File: config.mk
export PLATFORM = sky130hd
export DESIGN_NAME = stability_monitor_ctrl
export DESIGN_NICKNAME = d
export VERILOG_FILES = /design/src/rtl/stability_pkg.sv /design/src/rtl/stab_cmp.sv /design/src/rtl/stability_monitor_ctrl.sv
export SDC_FILE = /design/constraint.sdc
export NUM_CORES = 1
export LEC_CHECK = 0
export BUFFER_PORTS_ARGS = -buffer_cell sky130_fd_sc_hd__buf_2
export CORE_MARGIN = 2
export CORE_UTILIZATION = 40
export DETAILED_ROUTE_END_ITERATION = 8
export HOLD_SLACK_MARGIN = 0.06
export MAX_ROUTING_LAYER = met4
export PLACE_DENSITY = 0.58
export SLEW_MARGIN = 20
export SYNTH_ARGS = -nofsm -noshare
export SYNTH_HDL_FRONTEND = slang
export SYNTH_HIERARCHICAL = 1
export SYNTH_SLANG_ARGS = --single-unit
export TNS_END_PERCENT = 20
File: constraint.sdc
create_clock -name clk -period 2.5 [get_ports clk]
set_input_delay 0.5 -clock clk [delete_from_list [all_inputs] [get_ports clk]]
set_output_delay 0.5 -clock clk [all_outputs]
set_load 0.02 [all_outputs]
File: src/rtl/stability_pkg.sv
// rtl/stability_pkg.sv - shared types and defaults for the operand stability monitor
package stability_pkg;

    localparam int DEF_W     = 8;
    localparam int DEF_WIN_W = 4;

    typedef enum logic [1:0] {
        ST_IDLE   = 2'd0,
        ST_WATCH  = 2'd1,
        ST_REPORT = 2'd2
    } state_t;

endpackage

File: src/rtl/stab_cmp.sv
// rtl/stab_cmp.sv - reference capture and change accumulation datapath
module stab_cmp
    import stability_pkg::*;
#(
    parameter int W     = DEF_W,
    parameter int WIN_W = DEF_WIN_W
) (
    input  logic             clk,
    input  logic             rst_n,
    input  logic             capture,
    input  logic             clear,
    input  logic             cmp_en,
    input  logic [W-1:0]     data,
    input  logic [WIN_W-1:0] cnt,
    output logic             err,
    output logic [W-1:0]     err_mask,
    output logic [WIN_W-1:0] err_cyc
);

    logic [W-1:0] ref_q;
    logic [W-1:0] diff;

    assign diff = data ^ ref_q;

    always_ff @(posedge clk or negedge rst_n) begin
        if (!rst_n) begin
            ref_q    <= '0;
            err      <= 1'b0;
            err_mask <= '0;
            err_cyc  <= '0;
        end else if (capture) begin
            ref_q    <= data;
            err      <= 1'b0;
            err_mask <= '0;
            err_cyc  <= '0;
        end else if (clear) begin
            err      <= 1'b0;
            err_mask <= '0;
            err_cyc  <= '0;
        end else if (cmp_en) begin
            err_mask <= err_mask | diff;
            // Only the first offending cycle is recorded.
            if ((diff != '0) && !err) begin
                err     <= 1'b1;
                err_cyc <= cnt;
            end
        end
    end

endmodule

File: src/rtl/stability_monitor_ctrl.sv
// rtl/stability_monitor_ctrl.sv - window sequencer for operand stability checking
module stability_monitor_ctrl
    import stability_pkg::*;
#(
    parameter int W     = DEF_W,
    parameter int WIN_W = DEF_WIN_W
) (
    input  logic             clk,
    input  logic             rst_n,
    input  logic             start,
    input  logic [WIN_W-1:0] win,
    input  logic [W-1:0]     data,
    input  logic             ack,
    output logic             busy,
    output logic             done,
    output logic             err,
    output logic [W-1:0]     err_mask,
    output logic [WIN_W-1:0] err_cyc
);

    state_t           state, state_nxt;
    logic [WIN_W-1:0] cnt;
    logic [WIN_W-1:0] win_l;
    logic             capture;
    logic             clear;
    logic             cmp_en;

    always_ff @(posedge clk or negedge rst_n) begin
        if (!rst_n) begin
            state <= ST_IDLE;
            cnt   <= '0;
            win_l <= '0;
        end else begin
            state <= state_nxt;
            if (capture) begin
                cnt   <= '0;
                win_l <= win;
            end else if (state == ST_WATCH) begin
                cnt <= cnt + 1'b1;
            end
        end
    end

    always_comb begin
        state_nxt = state;
        busy      = 1'b0;
        done      = 1'b0;
        capture   = 1'b0;
        clear     = 1'b0;
        cmp_en    = 1'b0;
        case (state)
            ST_IDLE: begin
                // START takes priority over ACK; the capture clears results anyway.
                if (start) begin
                    capture   = 1'b1;
                    state_nxt = (win != '0) ? ST_WATCH : ST_REPORT;
                end else if (ack) begin
                    clear = 1'b1;
                end
            end
            ST_WATCH: begin
                busy   = 1'b1;
                cmp_en = 1'b1;
                // Exit compare fires before cnt could wrap at the maximum window.
                if (cnt == (win_l - 1'b1)) begin
                    state_nxt = ST_REPORT;
                end
            end
            ST_REPORT: begin
                busy      = 1'b1;
                done      = 1'b1;
                state_nxt = ST_IDLE;
            end
            default: begin
                state_nxt = ST_IDLE;
            end
        endcase
    end

    stab_cmp #(
        .W     (W),
        .WIN_W (WIN_W)
    ) u_cmp (
        .clk      (clk),
        .rst_n    (rst_n),
        .capture  (capture),
        .clear    (clear),
        .cmp_en   (cmp_en),
        .data     (data),
        .cnt      (cnt),
        .err      (err),
        .err_mask (err_mask),
        .err_cyc  (err_cyc)
    );

endmodule

==> impl_metrics.yaml <==
detailed_routing:
  routed-via-count: 1085
  post_drt_wl_per_cell_um: 13.0
  avgViaCountPerCell: 4.87
  detail_route.wirelength_um: 2900
  antenna_left: 0
  route.detailed.drc: 0
  first_iter_violations: 56
  firstDrtPassIters: 4
cells_and_area:
  final_common_cell: "dfrtp_1"
  diodes: 0
  area_growth_pct: 21.7
  fillCellCount: 353
  drive_gt1_share_pct: 29.7
  nNetsFinal: 195
  mostFrequentLayoutCells: "31 x dfrtp_1, 30 x buf_2, 22 x nand2_1, 15 x nor2_1, 11 x xor2_1"
  fin_cells: 223
  final_area_sq_mm: 0.00181
setup_path:
  critPathArrivalTime_ns: 2.11
  critPathKind: "reg2reg"
  cp_max_fo: 13
  start_kind: "flop"
  worst-r2r-cell-count: 7
  cpMaxStageDelayCell: "nor2_1"
  endpoint_kind: "flop"
  crit_required_ns: 2.71
  max_stage_delay_ns: 0.53
  crit_chain: "inv_1 -> ha_1 -> nand2_1 -> inv_1 -> nor2_1 -> nand2_1 -> mux2i_1"
clock_network:
  clk_latency_ns: 0.29
  cts-htree-levels: 2
  clkTransAtPathRegs_ns: 0.07
  post_cts_buffers: 0
  cts_root_buf: "clkbuf_8"
  cts_made_buffers: 5
  cts_tree: "yes"
  cts.sink_count: 31
  cts-hold-fix-buffers: 0
  cts_max_path_buffers: 2
  cts_resized: 0
timing:
  skew_ns: 0.00685
  finalSetupViolCount: 0
  max_freq_mhz: 525
  rsz0062_at_grt: "no"
  tightestPinTransition_ns: 0.667
  slew_viol_final: 0
  fin_crit_ns: 1.90
  hold-worst-slack_ns: 0.242
  hold_violations: 0
  maxSlewHeadroom_pct: 55.6
  setup_tns_ns: 0
  post-route-period-util_pct: 76.1
die:
  ioPinCount: 31
  die-area_sq_mm: 0.00423
  dieHeight_um: 65.0
  coreArea_sq_mm: 0.00363
  rows: 22
  die_x_um: 65.0
  start_util_pct: 41.0
logic_synthesis:
  synth_area_per_cell_sq_um: 10.6
  yosysSeqAreaShare_pct: 52.1
  synthDistinctLibCells: 28
  yosysWarnings: 6
  synth_edf_count: 0
  synth.ff_latch_count: 31
  synth_nets: 161
  synthFlopType: "dfrtp_1"
  synth-async-reset-ratio_pct: 100
  syn_inst: 140
  syn_area_sq_mm: 0.00149
run:
  maxCapViolCount: 0
global_route:
  grt_max_degree: 32
  grt_pass1_vias: 1157
  overflow: 0
  grt_first_pass_wirelength_um: 5110
  grt_use_total_pct: 16.4
  antenna_found_initial: 0
power:
  ir_worst_vdd_uv: 520
  p_leak_nw: 0.895
  cellPowerDensity_mw_per_mm2: 1270
place:
  portBuffers: 30
  dpl_cell_area_sq_mm: 0.00170
  place_inst: 215
  place.gp.congestion: 0.838
  dp_hpwl_um: 2180
outcome:
  status: "finished, final reports clean"
worst_hold_path:
  hp-class: "in2async"
[per-stage QoR]
| step | util [%] | worst slack [ns] | total power [W] |
|---|---|---|---|
| after CTS | 49.9 | 0.574 | 0.00234 |
| after global routing | 49.9 | 0.345 | 0.00249 |
| after floorplan | - | 0.666 | 0.00157 |
| final | 49.9 | 0.597 | 0.00231 |
| after detailed placement | 46.7 | 0.595 | 0.00182 |
| after global placement | 46.7 | 0.628 | 0.00179 |
[routing by layer]
metal | vias up | global-route usage, % | wire [um]
met1 | 524 | 19.2 | 1290
met4 | 0 | 7.03 | 63
met2 | 24 | 26.9 | 1400
met3 | 7 | 4.34 | 141
li1 | 530 | - | -
met5 | - | - | 0
[state kept, by name (all words and copies together), names as in the netlist]
| signal | count |
|---|---|
| u_cmp/ref_q | 8 |
| u_cmp/err_mask | 8 |
| cnt | 4 |
| u_cmp/err_cyc | 4 |
| u_cmp/err | 1 |
| state | 2 |
| win_l | 4 |
[report_power, final]
part | leakage, nW | internal [W] | switching, W
Combinational | 0.437 | 0.000426 | 0.000552
Sequential | 0.396 | 0.000693 | 0.000131
Clock | 0.0612 | 0.000322 | 0.000184
[worst paths after layout]
kind	start	slack, ns	to
worst min-delay path	rst_n	0.24	u_cmp/err_mask[1]
min in group clk	win[2]	0.44	win_l[2]
max in group asynchronous	rst_n	1.82	u_cmp/ref_q[6]
worst max register to register	state[0]	0.60	u_cmp/err_cyc[1]
worst max-delay path	state[0]	0.60	u_cmp/err_cyc[1]
worst min register to register	u_cmp/err_mask[1]	0.49	u_cmp/err_mask[1]
[Yosys cell counts, drive strengths merged (2+ instances only)]
cell	number	area, sq um
nor3	2	15.0
nand2	22	82.6
inv	5	18.8
nor4	2	12.5
mux2	8	90.1
mux2i	5	50.1
dfrtp	31	776
xnor2	4	35.0
clkbuf	4	15.0
ha	5	62.6
nand4	2	12.5
o21ai	2	10.0
a21oi	11	58.8
nor2	15	56.3
xor2	11	96.3
[cell type report]
cell class	instances	area (sq um)	share of cell area [%]
multi-input cells	99	676	37.3
repair buffers	32	165	9.11
flip-flops and latches	31	776	42.8
well taps	48	60.1	3.31
clock buffers	6	82.6	4.55
inverters	5	18.8	1.04
clock inverters	2	35.0	1.93
[worst max-delay path: cells and delay by family (launching register included)]
family / cells / cell delay, ns
and+or+nand+nor: 3 / 0.78
DFF: 1 / 0.38
adders and majority gates: 1 / 0.23
muxes: 1 / 0.15
buffers and inverters: 2 / 0.28
[cells by family (layout without fill, tap and decap cells)]
group	Yosys count	after routing	synth area share (%)
adders and majority gates	5	5	4.20
DFF	31	31	52.1
AOI/OAI and AO/OA	16	16	6.38
and+or+nand+nor	49	49	14.9
muxes	13	13	9.40
buffers and inverters	10	45	2.60
xor gates and xnor gates	16	16	10.4
Power figures use the tool's default switching activity.
